===== config.mk =====
export PLATFORM = sky130hd
export DESIGN_NAME = apb_bus_arbiter
export DESIGN_NICKNAME = d
export VERILOG_FILES = /design/src/rtl/apb_bus_arbiter.sv
export SDC_FILE = /design/constraint.sdc
export NUM_CORES = 1
export LEC_CHECK = 0
export BUFFER_PORTS_ARGS = -buffer_cell sky130_fd_sc_hd__clkbuf_2
export CORE_ASPECT_RATIO = 0.7
export CORE_MARGIN = 2
export CORE_UTILIZATION = 44
export CTS_BUF_LIST = sky130_fd_sc_hd__clkbuf_16
export DETAILED_ROUTE_END_ITERATION = 6
export GPL_ROUTABILITY_DRIVEN = 0
export PLACE_DENSITY = 0.86
export SYNTH_ARGS = -nofsm -noshare
export SYNTH_HDL_FRONTEND = slang
export SYNTH_SLANG_ARGS = --single-unit

===== constraint.sdc =====
create_clock -name pclk -period 2.3 [get_ports pclk]
set_input_delay 0.115 -clock pclk [delete_from_list [all_inputs] [get_ports pclk]]
set_output_delay 0.115 -clock pclk [all_outputs]
set_load 0.01 [all_outputs]

===== src/rtl/apb_bus_arbiter.sv =====
// Two-requester round-robin APB master with address-bit slave decode and a
// wait-state timeout so a hung slave completes with an error instead of locking the bus.
module apb_bus_arbiter #(
  parameter int ADDR_W  = 9,
  parameter int DATA_W  = 8,
  parameter int TIMEOUT = 16
) (
  input  logic              pclk,
  input  logic              presetn,
  input  logic              r0_req,
  input  logic              r0_write,
  input  logic [ADDR_W-1:0] r0_addr,
  input  logic [DATA_W-1:0] r0_wdata,
  output logic              r0_done,
  output logic [DATA_W-1:0] r0_rdata,
  output logic              r0_err,
  input  logic              r1_req,
  input  logic              r1_write,
  input  logic [ADDR_W-1:0] r1_addr,
  input  logic [DATA_W-1:0] r1_wdata,
  output logic              r1_done,
  output logic [DATA_W-1:0] r1_rdata,
  output logic              r1_err,
  output logic              psel1,
  output logic              psel2,
  output logic              penable,
  output logic              pwrite,
  output logic [ADDR_W-1:0] paddr,
  output logic [DATA_W-1:0] pwdata,
  input  logic [DATA_W-1:0] prdata1,
  input  logic [DATA_W-1:0] prdata2,
  input  logic              pready1,
  input  logic              pready2,
  input  logic              pslverr1,
  input  logic              pslverr2,
  output logic [1:0]        dbg_state_o
);

  localparam int CNT_W = $clog2(TIMEOUT + 1);

  typedef enum logic [1:0] {
    S_IDLE   = 2'd0,
    S_SETUP  = 2'd1,
    S_ACCESS = 2'd2
  } state_e;

  state_e            state_q, state_d;
  logic              prio_q, prio_d;
  logic              owner_q, owner_d;
  logic              pwrite_q, pwrite_d;
  logic [ADDR_W-1:0] paddr_q, paddr_d;
  logic [DATA_W-1:0] pwdata_q, pwdata_d;
  logic [CNT_W-1:0]  cnt_q, cnt_d;
  logic              done0_q, done0_d, done1_q, done1_d;
  logic              err0_q, err0_d, err1_q, err1_d;
  logic [DATA_W-1:0] rdata0_q, rdata0_d, rdata1_q, rdata1_d;

  logic              elig0, elig1, grant1;
  logic              sel_hi, sel_ready, sel_err;
  logic [DATA_W-1:0] sel_rdata;
  logic              fin, fin_err;
  logic [DATA_W-1:0] fin_rdata;

  // A port whose done pulse is showing cannot win again in that same cycle.
  assign elig0  = r0_req & ~done0_q;
  assign elig1  = r1_req & ~done1_q;
  assign grant1 = elig1 & (~elig0 | ~prio_q);

  assign sel_hi    = paddr_q[ADDR_W-1];
  assign sel_ready = sel_hi ? pready2  : pready1;
  assign sel_err   = sel_hi ? pslverr2 : pslverr1;
  assign sel_rdata = sel_hi ? prdata2  : prdata1;

  always_comb begin
    state_d   = state_q;
    prio_d    = prio_q;
    owner_d   = owner_q;
    pwrite_d  = pwrite_q;
    paddr_d   = paddr_q;
    pwdata_d  = pwdata_q;
    cnt_d     = cnt_q;
    done0_d   = 1'b0;
    done1_d   = 1'b0;
    err0_d    = 1'b0;
    err1_d    = 1'b0;
    rdata0_d  = '0;
    rdata1_d  = '0;
    fin       = 1'b0;
    fin_err   = 1'b0;
    fin_rdata = '0;
    case (state_q)
      S_IDLE: begin
        if (elig0 | elig1) begin
          state_d  = S_SETUP;
          owner_d  = grant1;
          prio_d   = grant1;
          pwrite_d = grant1 ? r1_write : r0_write;
          paddr_d  = grant1 ? r1_addr  : r0_addr;
          pwdata_d = grant1 ? r1_wdata : r0_wdata;
          cnt_d    = '0;
        end
      end
      S_SETUP: state_d = S_ACCESS;
      S_ACCESS: begin
        if (sel_ready) begin
          fin       = 1'b1;
          fin_err   = sel_err;
          fin_rdata = pwrite_q ? '0 : sel_rdata;
        end else if (cnt_q == CNT_W'(TIMEOUT - 1)) begin
          // This is the TIMEOUT-th ACCESS cycle without ready: give up.
          fin     = 1'b1;
          fin_err = 1'b1;
        end else begin
          cnt_d = cnt_q + CNT_W'(1);
        end
        if (fin) begin
          state_d = S_IDLE;
          if (owner_q) begin
            done1_d  = 1'b1;
            err1_d   = fin_err;
            rdata1_d = fin_rdata;
          end else begin
            done0_d  = 1'b1;
            err0_d   = fin_err;
            rdata0_d = fin_rdata;
          end
        end
      end
      default: state_d = S_IDLE;
    endcase
  end

  always_ff @(posedge pclk) begin
    if (!presetn) begin
      state_q  <= S_IDLE;
      prio_q   <= 1'b1;
      owner_q  <= 1'b0;
      pwrite_q <= 1'b0;
      paddr_q  <= '0;
      pwdata_q <= '0;
      cnt_q    <= '0;
      done0_q  <= 1'b0;
      done1_q  <= 1'b0;
      err0_q   <= 1'b0;
      err1_q   <= 1'b0;
      rdata0_q <= '0;
      rdata1_q <= '0;
    end else begin
      state_q  <= state_d;
      prio_q   <= prio_d;
      owner_q  <= owner_d;
      pwrite_q <= pwrite_d;
      paddr_q  <= paddr_d;
      pwdata_q <= pwdata_d;
      cnt_q    <= cnt_d;
      done0_q  <= done0_d;
      done1_q  <= done1_d;
      err0_q   <= err0_d;
      err1_q   <= err1_d;
      rdata0_q <= rdata0_d;
      rdata1_q <= rdata1_d;
    end
  end

  assign psel1       = (state_q != S_IDLE) & ~sel_hi;
  assign psel2       = (state_q != S_IDLE) &  sel_hi;
  assign penable     = (state_q == S_ACCESS);
  assign pwrite      = pwrite_q;
  assign paddr       = paddr_q;
  assign pwdata      = pwdata_q;
  assign r0_done     = done0_q;
  assign r0_err      = err0_q;
  assign r0_rdata    = rdata0_q;
  assign r1_done     = done1_q;
  assign r1_err      = err1_q;
  assign r1_rdata    = rdata1_q;
  assign dbg_state_o = state_q;

endmodule

==> flow_summary.json, run 1 <==
{
  "finalClockSkew_ns": 0.00543,
  "cts-root-buf": "clkbuf_16",
  "finalSetupTns_ns": 0,
  "wl_met3_um": 316,
  "drt_iter0_drc": 63,
  "wire_per_inst_um": 13.4,
  "synth_cell_types": 32,
  "fin_hold_ws_ns": 0.125,
  "grt_max_degree": 37,
  "highest_layer": "met4",
  "synthTopCellsByCount": "dfxtp_1 (47), a21oi_1 (23), o21ai_0 (20), mux2i_1 (19)",
  "cts_hold_buf": 0,
  "yosysSeqAreaShare_pct": 48.6,
  "synth.net_count": 259,
  "synthTopCellsByArea": "dfxtp_1 (49%), mux2i_1 (9.8%), a21oi_1 (6.0%), o21ai_0 (5.2%), nor3_2 (4.7%)",
  "grt_pass1_vias": 1635,
  "grt_pass1_wl_mm": 7.69,
  "die-area_sq_mm": 0.00495,
  "cts_resized": 0,
  "synth_top_cell_area_share_pct": 48.6,
  "htreeDepth": 2,
  "powerDensity_mw_per_mm2": 738,
  "initial_core_util_pct": 45.2,
  "cts_buffers": 5,
  "p_clk_share_pct": 35.6,
  "first_pass_iters": 4,
  "max_clock_freq_mhz": 504,
  "yosysWarningCount": 0,
  "drt.antenna.violating_nets": 0,
  "num_rows": 20,
  "dp_hpwl_mm": 3.53,
  "synth_edf_count": 0,
  "syn_area_per_cell_sq_um": 9.82,
  "clockBufferDepth": 2,
  "drv_slew": 0,
  "pre_cts_ws_ns": 0.318,
  "syn_inst": 197,
  "drt-vias-per-instance": 5.11,
  "synth_top_flop_cell": "dfxtp_1",
  "max_slew_margin_pct": 52.8,
  "drc_errors": 0,
  "hold_path.class": "in2reg",
  "yosysTopAreaCell": "dfxtp_1",
  "status": "complete, no violations",
  "fin_cells": 351,
  "core_sq_mm": 0.00428,
  "area_growth_pct": 34.0,
  "switching_share_pct": 26.4,
  "overflow": 0,
  "drive_gt1_share_pct": 42.2,
  "clkTransAtPathRegs_ns": 0.06,
  "port_buffers": 102,
  "hold_viol": 0,
  "die_x_um": 83.3,
  "syn_area_sq_mm": 0.00193,
  "cp_data_arrival_time_ns": 2.14,
  "ir_worst_vdd_v": 0.000371,
  "clock_sinks": 47,
  "ios": 103,
  "maxCapViolations": 0,
  "power.switching_uw": 504,
  "worst_slack_ns": 0.314,
  "wl_met1_mm": 2.10,
  "finalWirelength_mm": 4.70,
  "via_count": 1794,
  "ys_seq_elements": 47,
  "antenna_cells": 0,
  "fp.dieH_um": 59.5,
  "clk_latency_ns": 0.28,
  "rsz0062_at_grt": "false",
  "cp_max_fo": 10,
  "p_int_uw": 1410,
  "nets": 358,
  "post-cts-setup-buffer-count": 0,
  "start_kind": "flop",
  "post-synth-top-count-cell": "dfxtp_1",
  "final.min_clock_period_ns": 1.99,
  "crit_type": "reg2reg",
  "cp.required_ns": 2.45,
  "worst_setup_path_end_kind": "flop",
  "pwr-share-seq_pct": 47.6,
  "worstMarginPinSlew_ns": 0.707,
  "p_leak_uw": 0.00127,
  "finalCritPeriodShare_pct": 86.3,
  "met2WireLength_mm": 2.25,
  "placed_cells": 344,
  "grt_usage_pct": 19.7,
  "tritoncts": "done",
  "antenna_found_initial": 0,
  "combPwrFrac_pct": 16.8,
  "async_flop_share_pct": 0,
  "setup_violations": 0
}
==> stage by stage <==
step / cell area (sq um) / utilization (%) / power [uW]
after floorplan: 1930 / - / 1120
after global placement: 2450 / 57.3 / 1240
after detailed placement: 2450 / 57.3 / 1250
after CTS: 2590 / 60.6 / 1930
after global routing: 2590 / 60.6 / 2010
final: 2590 / 60.6 / 1910
==> registers in the layout, indices dropped and copies added (netlist names), 2 cells and up <==
signal       cells
pwdata           8
r1_rdata         8
paddr            9
dbg_state_o      2
r0_rdata         8
cnt_q            5
==> layout by cell type (no fill, tap or decap), drive strengths merged, types with 7 or more instances in the layout <==
cell type / instances
clkbuf: 107
dfxtp: 47
a21oi: 23
o21ai: 21
mux2i: 19
nor3b: 9
nor3: 9
nor2b: 8
nand3: 7
a22oi: 7
==> critical path, cell delays in order, from the launching register on <==
cell	delay [ns]
dfxtp_1	0.34
ha_1	0.23
and3_1	0.19
ha_1	0.21
nor3_2	0.33
or3b_1	0.46
nor2_1	0.10
==> cells by family (layout without fill, tap and decap cells) <==
kind of cell / after synthesis / after routing / synth area share [%]
AO/OA/AOI/OAI: 57 / 57 / 16.4
AND/OR/NAND/NOR: 55 / 55 / 18.7
flip-flops: 47 / 47 / 48.6
multiplexers: 19 / 19 / 9.83
buffers and inverters: 17 / 116 / 5.11
adder cells (fa/ha/maj): 2 / 2 / 1.29
==> layer usage <==
| layer | GRT usage [%] | vias up |
|---|---|---|
| li1 | - | 904 |
| met1 | 25.3 | 825 |
| met2 | 32.6 | 60 |
| met3 | 5.85 | 5 |
| met4 | 6.32 | 0 |
| met5 | 0 | - |
==> worst paths after layout <==
kind	slack (ns)	depth (start not counted)	endpoint	startpoint
max	0.31	6	r1_err$_SDFF_PN0_	cnt_q[0]$_SDFFE_PN0P_
min	0.13	3	pwdata[3]$_SDFFE_PN0P_	r1_wdata[3]
max reg2reg	0.31	6	r1_err$_SDFF_PN0_	cnt_q[0]$_SDFFE_PN0P_
min reg2reg	0.47	2	prio_q$_SDFFE_PN1P_	prio_q$_SDFFE_PN1P_
==> power groups by stage <==
stage	combinational [uW]	clock [uW]	sequential, uW
after floorplan	188	0	933
after global placement	318	0	925
after detailed placement	324	0	927
after CTS	326	692	909
after global routing	360	736	918
final	322	680	910
==> area by class of cell <==
| class | count | area (sq um) |
|---|---|---|
| Clock buffer | 5 | 125 |
| Clock inverter | 2 | 13.8 |
| Fill cell | 368 | 1690 |
| Inverter | 4 | 15.0 |
| Multi-Input combinational cell | 133 | 895 |
| Sequential cell | 47 | 941 |
| Tap cell | 55 | 68.8 |
| Timing Repair Buffer | 105 | 533 |
Note: power is estimated with default switching activity, not from simulation.
==> inputs of run 2 (changes only) <==
- ABC_AREA: default -> 1
- CORE_UTILIZATION: 44 -> 46
- PLACE_DENSITY: 0.86 -> 0.87
==> run 2 against run 1 <==
First-iteration DRC count rose by 110%. Largest cell class is now multi-input gates. Fmax rose by 21%. Cell count increased by 32%. Critical path type unchanged.
==> flow_summary.json, run 2 <==
{
  "status": "complete, no violations",
  "start_kind": "flop",
  "met3_usage_pct": 6.80,
  "synth_edf_count": 0,
  "finalClockSkew_ns": 0.00346,
  "drv_slew": 0,
  "die_x_um": 85.2,
  "cts_buffers": 5,
  "clkTransAtPathRegs_ns": 0.06,
  "final_cell_mix": "clkbuf_2 (102), nand2_1 (89), nor2_1 (74)",
  "cp_max_fo": 14,
  "antenna_found_initial": 0,
  "power.switching_uw": 590,
  "final_common_cell": "clkbuf_2",
  "pre_cts_ws_ns": 0.659,
  "overflow": 0,
  "antenna_cells": 0,
  "crit_type": "reg2reg",
  "finalCritPeriodShare_pct": 71.3,
  "clk_latency_ns": 0.28,
  "synthTopCellsByArea": "dfxtp_1 (44%), nand2_1 (16%), nor2_1 (13%), inv_1 (5.1%), o21ai_0 (4.2%)",
  "num_rows": 20,
  "ir_worst_vdd_v": 0.000427,
  "drive_gt1_share_pct": 32.9,
  "post-cts-setup-buffer-count": 0,
  "powerDensity_mw_per_mm2": 759,
  "yosysSeqAreaShare_pct": 44.3,
  "worst_setup_path_end_kind": "flop",
  "p_int_uw": 1540,
  "synthTopCellsByCount": "nand2_1 (89), nor2_1 (74), dfxtp_1 (47), inv_1 (29), o21ai_0 (18)",
  "async_flop_share_pct": 0,
  "max_clock_freq_mhz": 610,
  "tritoncts": "done",
  "globalRouteMet1Util_pct": 24.1,
  "synth_top_cell_area_share_pct": 44.3,
  "crit_start": "paddr[8]$_SDFFE_PN0P_",
  "worst_slack_ns": 0.661,
  "syn_area_sq_mm": 0.00212,
  "cp_data_arrival_time_ns": 1.85,
  "drt-vias-per-instance": 4.63,
  "htreeDepth": 2,
  "clock_sinks": 47,
  "final.min_clock_period_ns": 1.64,
  "fp.dieH_um": 60.9,
  "post-route-util_pct": 64.0,
  "worstMarginPinSlew_ns": 0.547,
  "finalSetupTns_ns": 0,
  "grt_pass1_vias": 2027,
  "maxCapViolations": 0,
  "pwr-share-seq_pct": 42.9,
  "fin_hold_ws_ns": 0.124,
  "p_clk_share_pct": 37.7,
  "hp-start": "r1_addr[4]",
  "syn_inst": 311,
  "nets": 472,
  "clockBufferDepth": 2,
  "port_buffers": 102,
  "yosysWarningCount": 0,
  "core_sq_mm": 0.00438,
  "synth.net_count": 373,
  "use_met2_pct": 38.6,
  "setup_violations": 0,
  "ios": 103,
  "dp_hpwl_mm": 3.79,
  "grt-busiest-layer": "met2",
  "grt_pass1_wl_mm": 8.57,
  "cts_hold_buf": 0,
  "rsz0062_at_grt": "false",
  "max_slew_margin_pct": 63.5,
  "post-synth-top-count-cell": "nand2_1",
  "hold_viol": 0,
  "largest_reg_flops": 9,
  "syn_area_per_cell_sq_um": 6.83,
  "switching_share_pct": 27.8,
  "die-area_sq_mm": 0.00519,
  "cp.required_ns": 2.51,
  "hold_path.class": "in2reg",
  "yosysTopAreaCell": "dfxtp_1",
  "wire_per_inst_um": 10.9,
  "finalWirelength_mm": 5.06,
  "synth_cell_types": 26,
  "fin_total_pwr_uw": 2130,
  "first_pass_iters": 4,
  "synth_top_flop_cell": "dfxtp_1",
  "drt.antenna.violating_nets": 0,
  "grt_max_degree": 38,
  "drc_errors": 0,
  "initial_core_util_pct": 48.5,
  "via_count": 2155,
  "combPwrFrac_pct": 19.5,
  "cts-root-buf": "clkbuf_16",
  "ys_seq_elements": 47,
  "drt_iter0_drc": 131,
  "r2r_start": "paddr[8]$_SDFFE_PN0P_",
  "area_growth_pct": 31.9,
  "cts_resized": 0,
  "p_leak_uw": 0.00152,
  "grt_usage_pct": 20.8
}
-- run 2: changes by cell type in the layout (fill, tap and decap cells not counted), sizes merged, moves of 9 or more --
cell / previous run / this run
nand2: 5 / 94
nor2: 6 / 86
inv: 4 / 34
mux2i: 19 / 0
a21oi: 23 / 5
nor3: 9 / 0
-- run 2: logic make-up (layout without fill, tap and decap cells) --
family | count (synthesis) | after routing | share of synthesized area (%)
buf+inv | 44 | 143 | 9.42
flops | 47 | 47 | 44.3
compound gates | 24 | 24 | 5.77
fa+ha+maj | 2 | 2 | 1.18
simple gates | 194 | 194 | 39.3
-- run 2: cell type report --
class                   instances  area, sq um
fillers                       366         1580
inverters                      34          135
well taps                      55         68.8
clock inverters                 2         37.5
flip-flops and latches         47          941
clock buffers                   5          125
multi-input cells             220          983
repair buffers                102          510
-- run 2: power groups by stage --
| stage | clock (uW) | combinational [uW] | sequential (uW) |
|---|---|---|---|
| 2_1_floorplan | 0 | 266 | 943 |
| 3_3_place_gp | 0 | 406 | 926 |
| 3_5_place_dp | 0 | 412 | 929 |
| 4_1_cts | 814 | 417 | 911 |
| 5_1_grt | 849 | 472 | 919 |
| 6_report | 801 | 414 | 911 |
-- run 2: worst max-delay path: stages, from the launching register on --
cell	delay (ns)
dfxtp_1	0.60
inv_2	0.19
nand2_1	0.11
nand2_2	0.10
nor2_2	0.29
nand2_1	0.15
nor2_1	0.13
-- run 2: per-layer routing --
metal | routed length, um | up-vias
met1 | 2230 | 958
li1 | - | 1136
met5 | 0 | -
met3 | 282 | 8
met4 | 57 | 0
met2 | 2500 | 53
-- run 2: stage by stage --
step	area [sq um]	cells
final	2800	465
after global routing	2800	465
after CTS	2800	465
after detailed placement	2640	458
after global placement	2640	458
after floorplan	2120	311
-- run 2: worst paths after layout --
kind | to | cells past startpoint | slack (ns)
setup / recovery | r1_rdata[5]$_SDFF_PN0_ | 6 | 0.66
hold / removal | paddr[4]$_SDFFE_PN0P_ | 5 | 0.12
setup reg to reg | r1_rdata[5]$_SDFF_PN0_ | 6 | 0.66
hold reg to reg | prio_q$_SDFFE_PN1P_ | 2 | 0.48
==> inputs of run 3 (changes only) <==
- CORE_UTILIZATION: 46 -> 41
- PLACE_DENSITY: 0.87 -> 0.82
- clock period: 2.3 -> 1.4 ns (I/O delays scaled with it)
==> run 3 against run 2 <==
Sequential share of layout area shrank 1.8 points. Count of clock-buffer cells in the layout is the same. Critical path type unchanged. Register-to-register slack lost 0.66 ns. Fmax grew 17%. Sequential power grew 64%.
==> flow_summary.json, run 3 (synthesis gave the netlist of run 2 again) <==
{
  "drt.antenna.violating_nets": 0,
  "fillCellCount": 449,
  "max_slew_margin_pct": 77.9,
  "core_sq_mm": 0.00489,
  "grt_max_degree": 38,
  "crit_type": "reg2reg",
  "worstMarginPinSlew_ns": 0.330,
  "dp_hpwl_mm": 3.92,
  "largest_reg_flops": 9,
  "powerDensity_mw_per_mm2": 1150,
  "wire_per_inst_um": 10.6,
  "seq_area_sq_um": 943,
  "hold_viol": 0,
  "fin_hold_ws_ns": 0.0851,
  "worst_setup_path_end_kind": "flop",
  "initial_core_util_pct": 43.5,
  "grt_pass1_wl_mm": 8.85,
  "antenna_found_initial": 0,
  "p_leak_uw": 0.00157,
  "cts_buffers": 5,
  "clockBufferDepth": 2,
  "htreeDepth": 2,
  "num_rows": 21,
  "overflow": 0,
  "die_x_um": 90.0,
  "finalCritPeriodShare_pct": 99.9,
  "drv_slew": 0,
  "start_kind": "flop",
  "die-area_sq_mm": 0.00578,
  "placed_area_sq_mm": 0.00274,
  "grt_usage_pct": 18.4,
  "drive_gt1_share_pct": 38.0,
  "max_clock_freq_mhz": 715,
  "design_area_sq_mm": 0.00297,
  "post-route-util_pct": 60.8,
  "drc_errors": 0,
  "clock_sinks": 47,
  "tritoncts": "done",
  "drt_iter0_drc": 62,
  "finalClockSkew_ns": 0.00660,
  "first_pass_iters": 4,
  "maxCapViolations": 0,
  "finalWirelength_mm": 5.20,
  "final.min_clock_period_ns": 1.40,
  "final_common_cell": "clkbuf_2",
  "via_count": 2168,
  "grt_pass1_vias": 2139,
  "setup_violations": 0,
  "port_buffers": 102,
  "status": "complete, no violations",
  "area_growth_pct": 39.9,
  "final_cell_mix": "clkbuf_2 (102), nand2_1 (86), nor2_1 (72)",
  "antenna_cells": 0,
  "multi_input_area_sq_mm": 0.00105,
  "r2r_cells": 10,
  "rsz0062_at_grt": "true",
  "cp_max_fo": 9,
  "nets": 482,
  "cts_hold_buf": 0,
  "clk_latency_ns": 0.28,
  "cp.required_ns": 1.63,
  "ir_worst_vdd_v": 0.000538,
  "fp.dieH_um": 64.2,
  "clkTransAtPathRegs_ns": 0.07,
  "ios": 103,
  "cp_data_arrival_time_ns": 1.62,
  "drt-vias-per-instance": 4.42,
  "hold_path.class": "in2reg",
  "hold_depth": 5,
  "cts-root-buf": "clkbuf_16"
}
run 3: per-layer routing:
metal	share of wire, %	track usage (%)
met5	0	0
met4	0.81	5.19
met3	4.4	4.60
met2	49	33.9
met1	46	21.3
run 3: layout make-up:
| class | count | share of cell area [%] |
|---|---|---|
| flip-flops and latches | 47 | 31.7 |
| clock inverters | 3 | 0.842 |
| inverters | 34 | 4.72 |
| multi-input cells | 220 | 35.5 |
| repair buffers | 112 | 20.1 |
| well taps | 69 | 2.91 |
| clock buffers | 5 | 4.21 |
run 3: critical path, stage by stage (launching register included):
cell     delay [ns]
dfxtp_2        0.36
ha_4           0.14
nand2_2        0.06
nor2_2         0.09
ha_2           0.19
inv_4          0.05
nand2_4        0.09
nand3_4        0.07
nor2_4         0.14
inv_6          0.08
nor2_2         0.09
run 3: stage by stage:
step	setup TNS [ns]	total power [uW]	instances	setup WS (ns)
floorplan	0	1990	311	0.0372
global placement	0	2230	481	0.0204
detailed placement	-0.652	2250	481	-0.0473
CTS	-0.0687	3440	490	-0.0170
global route	-0.954	3620	490	-0.0891
finish	0	3410	490	0.00122
run 3: what timing repair did:
item,4_1_cts,5_1_grt
pin swaps,0,2
buffers inserted,1,0
endpoints found under the hold margin,0,0
setup endpoints to repair,23,25
resized for setup,4,18
run 3: path summary, 6_finish.rpt:
path / startpoint / to / slack, ns
max reg2reg: cnt_q[0]$_SDFFE_PN0P_ / r0_rdata[5]$_SDFF_PP0_ / 0.001
max: cnt_q[0]$_SDFFE_PN0P_ / r0_rdata[5]$_SDFF_PP0_ / 0.001
min reg2reg: prio_q$_SDFFE_PN1P_ / prio_q$_SDFFE_PN1P_ / 0.49
min: r1_wdata[1] / pwdata[1]$_SDFFE_PN0P_ / 0.09
run 3: where the power goes:
group	switching (uW)	total (uW)	internal [uW]
combinational	455	760	305
clock	497	1160	667
sequential	58.0	1490	1430
total	1010	3410	2400
